**config.mk**
```make
export PLATFORM = sky130hd
export DESIGN_NAME = row_readout_serializer
export DESIGN_NICKNAME = d
export VERILOG_FILES = /design/src/rtl/adc_readout_pkg.sv /design/src/rtl/row_readout_serializer.sv
export SDC_FILE = /design/constraint.sdc
export NUM_CORES = 1
export LEC_CHECK = 0
export BUFFER_PORTS_ARGS = -buffer_cell sky130_fd_sc_hd__buf_2
export CORE_ASPECT_RATIO = 0.7
export CORE_MARGIN = 2
export CORE_UTILIZATION = 55
export DETAILED_ROUTE_END_ITERATION = 16
export PLACE_DENSITY = 0.83
export REMOVE_ABC_BUFFERS = 1
export SETUP_SLACK_MARGIN = 0.3
export SYNTH_ARGS = -nofsm -noshare
export SYNTH_HDL_FRONTEND = slang
export SYNTH_SLANG_ARGS = --single-unit
```
**constraint.sdc**
```tcl
create_clock -name clk -period 2.32 [get_ports clk]
set_input_delay 0.464 -clock clk [delete_from_list [all_inputs] [get_ports clk]]
set_output_delay 0.464 -clock clk [all_outputs]
set_load 0.03 [all_outputs]
```
**src/rtl/adc_readout_pkg.sv**
```systemverilog
// Shared types for the per-row ADC readout path: pixel word width, pixel word
// type and the serializer state encoding.
package adc_readout_pkg;

    localparam int PIX_W = 8;

    typedef logic [PIX_W-1:0] pix_t;

    typedef enum logic [0:0] {
        IDLE   = 1'b0,
        STREAM = 1'b1
    } state_e;

endpackage : adc_readout_pkg

```
**src/rtl/row_readout_serializer.sv**
```systemverilog
// Snapshots one row of ADC results on conv_done and streams it out one pixel
// per valid/ready handshake, tagged with pixel index, row index and end-of-row.
module row_readout_serializer
    import adc_readout_pkg::*;
#(
    parameter int NUM_PIXELS = 50,
    parameter int ROW_W      = 10,
    localparam int IDX_W     = $clog2(NUM_PIXELS)
) (
    input  logic                             clk,
    input  logic                             reset_n,
    input  logic                             conv_done,
    input  logic [NUM_PIXELS-1:0][PIX_W-1:0] adc_values,
    input  logic                             out_ready,
    output logic                             out_valid,
    output pix_t                             out_data,
    output logic [IDX_W-1:0]                 out_pix_idx,
    output logic [ROW_W-1:0]                 out_row_idx,
    output logic                             out_last,
    output logic                             busy,
    output logic                             row_done,
    output logic                             overrun,
    input  logic                             overrun_clr
);

    localparam logic [IDX_W-1:0] PRE_LAST_IDX = IDX_W'(NUM_PIXELS - 2);
    localparam logic [IDX_W-1:0] IDX_ZERO     = {IDX_W{1'b0}};
    localparam logic [ROW_W-1:0] ROW_ONE      = ROW_W'(1);

    state_e                 state_q, state_d;
    pix_t [NUM_PIXELS-1:0]  snap_q;
    logic [IDX_W-1:0]       pix_idx_q, pix_idx_d;
    logic [ROW_W-1:0]       row_idx_q, row_idx_d;
    logic                   valid_q, valid_d;
    logic                   last_q, last_d;
    logic                   row_done_q, row_done_d;
    logic                   overrun_q, overrun_d;

    logic                   hs_s;
    logic                   last_hs_s;
    logic                   snap_load_s;
    logic                   overrun_set_s;

    assign hs_s      = valid_q & out_ready;
    assign last_hs_s = hs_s & last_q;

    // Next-state logic: row start, pixel advance, row turnover and overrun detection.
    always_comb begin
        state_d       = state_q;
        pix_idx_d     = pix_idx_q;
        row_idx_d     = row_idx_q;
        valid_d       = valid_q;
        last_d        = last_q;
        row_done_d    = 1'b0;
        snap_load_s   = 1'b0;
        overrun_set_s = 1'b0;

        case (state_q)
            IDLE: begin
                if (conv_done) begin
                    snap_load_s = 1'b1;
                    pix_idx_d   = IDX_ZERO;
                    last_d      = 1'b0;
                    valid_d     = 1'b1;
                    state_d     = STREAM;
                end else begin
                    valid_d = 1'b0;
                    last_d  = 1'b0;
                end
            end

            STREAM: begin
                if (last_hs_s) begin
                    row_done_d = 1'b1;
                    row_idx_d  = row_idx_q + ROW_ONE;
                    pix_idx_d  = IDX_ZERO;
                    last_d     = 1'b0;
                    // A conv_done on the final handshake chains straight into the next row.
                    if (conv_done) begin
                        snap_load_s = 1'b1;
                        valid_d     = 1'b1;
                        state_d     = STREAM;
                    end else begin
                        valid_d = 1'b0;
                        state_d = IDLE;
                    end
                end else begin
                    if (hs_s) begin
                        pix_idx_d = pix_idx_q + IDX_W'(1);
                        last_d    = (pix_idx_q == PRE_LAST_IDX);
                    end else begin
                        pix_idx_d = pix_idx_q;
                        last_d    = last_q;
                    end
                    overrun_set_s = conv_done;
                end
            end

            default: begin
                state_d   = IDLE;
                valid_d   = 1'b0;
                last_d    = 1'b0;
                pix_idx_d = IDX_ZERO;
            end
        endcase
    end

    // Sticky overrun flag; a new overrun wins over a clear in the same cycle.
    always_comb begin
        if (overrun_set_s) begin
            overrun_d = 1'b1;
        end else if (overrun_clr) begin
            overrun_d = 1'b0;
        end else begin
            overrun_d = overrun_q;
        end
    end

    // Control and status registers.
    always_ff @(posedge clk or negedge reset_n) begin
        if (!reset_n) begin
            state_q    <= IDLE;
            pix_idx_q  <= IDX_ZERO;
            row_idx_q  <= {ROW_W{1'b0}};
            valid_q    <= 1'b0;
            last_q     <= 1'b0;
            row_done_q <= 1'b0;
            overrun_q  <= 1'b0;
        end else begin
            state_q    <= state_d;
            pix_idx_q  <= pix_idx_d;
            row_idx_q  <= row_idx_d;
            valid_q    <= valid_d;
            last_q     <= last_d;
            row_done_q <= row_done_d;
            overrun_q  <= overrun_d;
        end
    end

    // Row snapshot; only loaded when a row actually starts, so an overrun cannot corrupt it.
    always_ff @(posedge clk or negedge reset_n) begin
        if (!reset_n) begin
            snap_q <= {NUM_PIXELS{{PIX_W{1'b0}}}};
        end else if (snap_load_s) begin
            snap_q <= adc_values;
        end else begin
            snap_q <= snap_q;
        end
    end

    assign out_valid   = valid_q;
    assign busy        = valid_q;
    assign out_data    = snap_q[pix_idx_q];
    assign out_pix_idx = pix_idx_q;
    assign out_row_idx = row_idx_q;
    assign out_last    = last_q;
    assign row_done    = row_done_q;
    assign overrun     = overrun_q;

endmodule : row_readout_serializer

```
Yosys cells after proc, flatten, opt, wreduce, memory -nomap -nowiden
Cells that the tools add are included.

Flip-flop bits (word level): 421. Input port bits: 405. Output and inout port bits: 29. Logic and storage cells: 92.

Add/subtract/negate cells: 2. $lt $le $gt $ge: 1. Equal/unequal tests: 4. Mux-type cells: 22. Bitwise operators: 3. Reductions and logical operators: 3.

Operators by type and width (count): binary-select mux 8 bit (select 6 bit) (1); two-way mux 6 bit (3); two-way mux 1 bit (12); case mux 6 bit (2 select lines) (1); adder 10 x 1 -> 10 bit, second input constant (1); two-way mux 8 bit (1); case mux 1 bit (2 select lines) (4); < comparator 6 x 7 -> 1 bit, second input constant (1); adder 6 x 1 -> 6 bit, second input constant (1); == test 6 bit, second input constant (1); AND reduction 2 bit (2); inequality test 3 x 1 -> 1 bit, second input constant (1); AND 1 bit (2); inequality test 2 x 1 -> 1 bit, second input constant (1); inequality test 2 bit, second input constant (1); nonzero test 2 bit (1); NOT 1 bit (1).

Longest topological paths before layout
Depth in word-level cells: 5. Mapped depth: 9. Mapped depth without buffers: 6.

Worst setup path after synthesis
No wires, ideal clock.

Path type: register -> output. Start point: register pix_idx_q[0] (netlist: out_pix_idx[0]). End point: output port out_data[0]. Arrival: 2319 ps. Data required time: 1856 ps. Setup slack: -463 ps. Stages on the path, launching flop included: 8. Buffers on the path: 2. Path through: dfrtp_1 > buf_4 > or3b_2 > clkbuf_1 > o22ai_1 > a221o_1 > nor4_1 > a211oi_1.

Word-level cells in the longest chain between the ends: 2.

RTL lines: start: declaration (RTL line row_readout_serializer.sv:32) `logic [IDX_W-1:0] pix_idx_q, pix_idx_d;`; start signal: assignment (RTL line row_readout_serializer.sv:131) `pix_idx_q <= pix_idx_d;`; binary-select mux 8 bit (select 6 bit) (RTL line row_readout_serializer.sv:153) `assign out_data = snap_q[pix_idx_q];`; two-way mux 8 bit (not written as such) (RTL line row_readout_serializer.sv:153); end: declaration (RTL line row_readout_serializer.sv:16) `output pix_t out_data,`.

No other way between the ends. The select of a mux whose other input is x is not followed.

Worst setup path in the final report
Start point: register pix_idx_q[1] (netlist: out_pix_idx[1]). End point: output port out_data[0].

Same word-level chain as after synthesis.

==> out/results.tsv <==
stage	metric	value	unit
outcome	status	finished, violations left	
outcome	failing checks	setup timing	
layout	commonest non-fill, non-tap cell in the layout	buf_2	
timing	Final Setup Violations	8	
timing	Worst Max-Slew Pin Slew	706	ps
layout	share of layout cells above drive strength 1	0.630	
pwr	leakage	0.0114	uW
global_routing	Total Routing Usage GR	0.302	
floorplanning	row count	57	
timing	fmax	319	MHz
timing	final hold vios	0	
setup_path	crit start category	flip-flop	
timing	final clock skew	18.2	ps
cts	clk sinks	421	
timing	unrepaired setup endpoints after global routing	yes	
cts	CTS Buf Count	42	
cts	Worst-path clk slew	60	ps
synthesis	Most used DFF post-synth	dfrtp_1	
timing	Final Max Tran Viols	0	
setup_path	r2r startpoint	busy	
synthesis	Syn. warnings	0	
pwr	maximum VDD drop	653	uV
setup_path	r2r endpoint	snap_q[195]	
synthesis	Synth Cell Area	19100	um^2
routing	DRC viols	0	
timing	crit path time final	3140	ps
routing	ANT nets after route	0	
global_routing	GRT overflow	0	
place	gpl congestion	0.895	
setup_path	Slowest-stage cell, CP	dfrtp_4	
setup_path	crit end category	output pin	
synthesis	sequential area share after synthesis	0.550	
floorplanning	Die ar.	36400	um^2
global_routing	initial antenna violation count	26	
timing	setup ws final	-816	ps
cts	CTS tree	done	
layout	most frequent cells in the layout	422 x buf_2, 417 x dfrtp_1, 406 x mux2_2, 89 x buf_4, 74 x mux2i_1	
place	port bufs	433	
layout	Fillers	2292	
setup_path	Max stage delay on crit path	570	ps
routing	Routed WL	54900	um
timing	final setup TNS	-6200	ps
synthesis	Post-Syn Area per Cell	15.2	um^2
cts	CTS max path bufs	3	
setup_path	worst path cell trace	buf_12, bufbuf_16, mux2i_1, o22ai_1, a221o_1, nor4_2, buf_4, a211oi_2, buf_4	
timing	final worst-path cycle share	1.35	
cts	CTS H-tree lvls	2	
global_routing	vias in the first global route	14200	
setup_path	r2r setup slk	380	ps
setup_path	CP top delay family	buffers and inverters	
setup_path	crit path buf inv count	4	
synthesis	Synth Instances	1261	
routing	vias after detailed routing	13300	
place	Place WS	-425	ps
routing	vias per cell	5.76	
routing	initial drt markers	857	
setup_path	WS Path Type	flip-flop to output pin	
setup_path	crit-path most repeated cell	buf_4	
floorplanning	Ports	434	
setup_path	R2R depth	6	
floorplanning	Initial Util	0.555	
synthesis	count of state elements after synthesis	421	
place	DPL Wire Length	39400	um
setup_path	CP Data Required Time	1860	ps
flow_run	max cap viols	0	
pwr	total power divided by cell area	971	nW/um^2
global_routing	largest net degree at the start of global routing	90	
cts	root cell of the clock tree	clkbuf_16	
layout	fin nets	2191	
min_path	Hold Path Sink	overrun	
floorplanning	Core ar.	34500	um^2
synthesis	EDFF count, synth	0	
routing	routed len/inst	23.8	um
layout	final core utilization	0.716	
cts	Worst-Skew Late Latency	550	ps
floorplanning	chip width	227	um
synthesis	Yosys cell types	49	
min_path	hold depth	2	
min_path	HP Class	input pin to flip-flop	
synthesis	ys async rst share	1.00	
setup_path	CP max FO	6	
routing	First-pass DRT Iterations	4	
floorplanning	die height	160	um
layout	Area Overhead vs Synth	29.0	%
setup_path	Worst EP arrival	2670	ps
min_path	Hold Crit Start	overrun_clr	
timing	Slew HR	0.524	
global_routing	first-pass GRT wire length	82700	um
-- routing by layer --
layer	vias to the layer above	GRT usage	share of wire
li1	5772	-	-
met1	6844	0.418	0.42
met2	525	0.476	0.48
met3	113	0.0633	0.068
met4	12	0.109	0.032
met5	-	0	0.0014
-- logic make-up after synthesis --
kind of cell,share of synthesized area
multiplexers,0.349
flip-flops,0.550
buffers and inverters,0.0331
AO/OA/AOI/OAI,0.0374
AND/OR/NAND/NOR,0.0227
XOR/XNOR,0.00595
adder cells (fa/ha/maj),0.00196
-- repair_timing --
action / CTS / global route
pin swaps: 5 / 7
endpoints found under the setup margin: 349 / 222
buffers inserted: 17 / 7
hold buffers: 1 / 0
cloned: 6 / 2
resized for setup: 53 / 28
endpoints found under the hold margin: 29 / 0
-- registers in the layout (all words and copies together) (netlist names) --
register     cells
busy             1
out_last         1
out_pix_idx      6
out_row_idx     10
overrun          1
row_done         1
snap_q         400
state_q          1
-- final cells by class --
| type | count | area [um^2] | share of cell area |
|---|---|---|---|
| diodes | 20 | 50.0 | 0.00203 |
| clock buffers | 64 | 1270 | 0.0516 |
| clock inverters | 7 | 96.3 | 0.00390 |
| inverters | 7 | 26.3 | 0.00106 |
| multi-input cells | 743 | 8200 | 0.332 |
| flip-flops and latches | 421 | 10500 | 0.427 |
| well taps | 472 | 591 | 0.0239 |
| repair buffers | 568 | 3910 | 0.158 |
-- through the flow --
stage                     power, uW  hold WS, ps  cell area [um^2]  std cells
after floorplan               12900          168             18500       1171
after global routing          24900          110             24700       2301
after detailed placement      16100          356             22500       2178
after global placement        15900          357             22500       2178
after CTS                     23700          104             24400       2273
final                         24000          115             24700       2302
-- cell usage after synthesis (all sizes together) (3+ instances only) --
cell type | number | area [um^2]
nor4 | 7 | 43.8
dfrtp | 421 | 10500
o22ai | 20 | 125
nor2 | 29 | 109
and3 | 6 | 37.5
ha | 3 | 37.5
a21oi | 3 | 18.8
mux2i | 80 | 801
inv | 7 | 26.3
o221ai | 7 | 61.3
a22oi | 7 | 52.6
a22o | 12 | 105
xor2 | 8 | 70.1
and2 | 3 | 18.8
buf | 78 | 562
nand4 | 7 | 43.8
nand2 | 18 | 67.6
xnor2 | 5 | 43.8
nor2b | 4 | 25.0
a221o | 6 | 60.1
nand3 | 6 | 30.0
o21ai | 8 | 40.0
mux4 | 58 | 1310
o2bb2ai | 7 | 61.3
clkbuf | 12 | 45.0
mux2 | 406 | 4570
a211oi | 14 | 105
-- worst max path at each step --
stage,endpoint,from,cells after the start,slack (ps)
4_1_cts,out_data[1],out_pix_idx[0],8,-820
6_report,out_data[0],out_pix_idx[1],9,-820
5_1_grt,out_data[3],out_pix_idx[0],9,-890
3_5_place_dp,out_data[5],out_pix_idx[0],7,-420
2_1_floorplan,snap_q[0],state_q,2,-10850
3_3_place_gp,out_data[1],out_pix_idx[0],6,-410
-- report_power, final --
| part | switching [uW] | internal (uW) |
|---|---|---|
| registers | 603 | 8220 |
| logic | 3990 | 4320 |
| clock network | 2860 | 4000 |
| total | 7450 | 16500 |
-- worst register-to-register path, delay by kind of cell, from the launching register on --
family,cells,cell delay (ps)
flops,1,360
buf+inv,2,600
compound gates,1,240
mux,1,360
simple gates,2,270
Note: power is estimated with default switching activity, not from simulation.
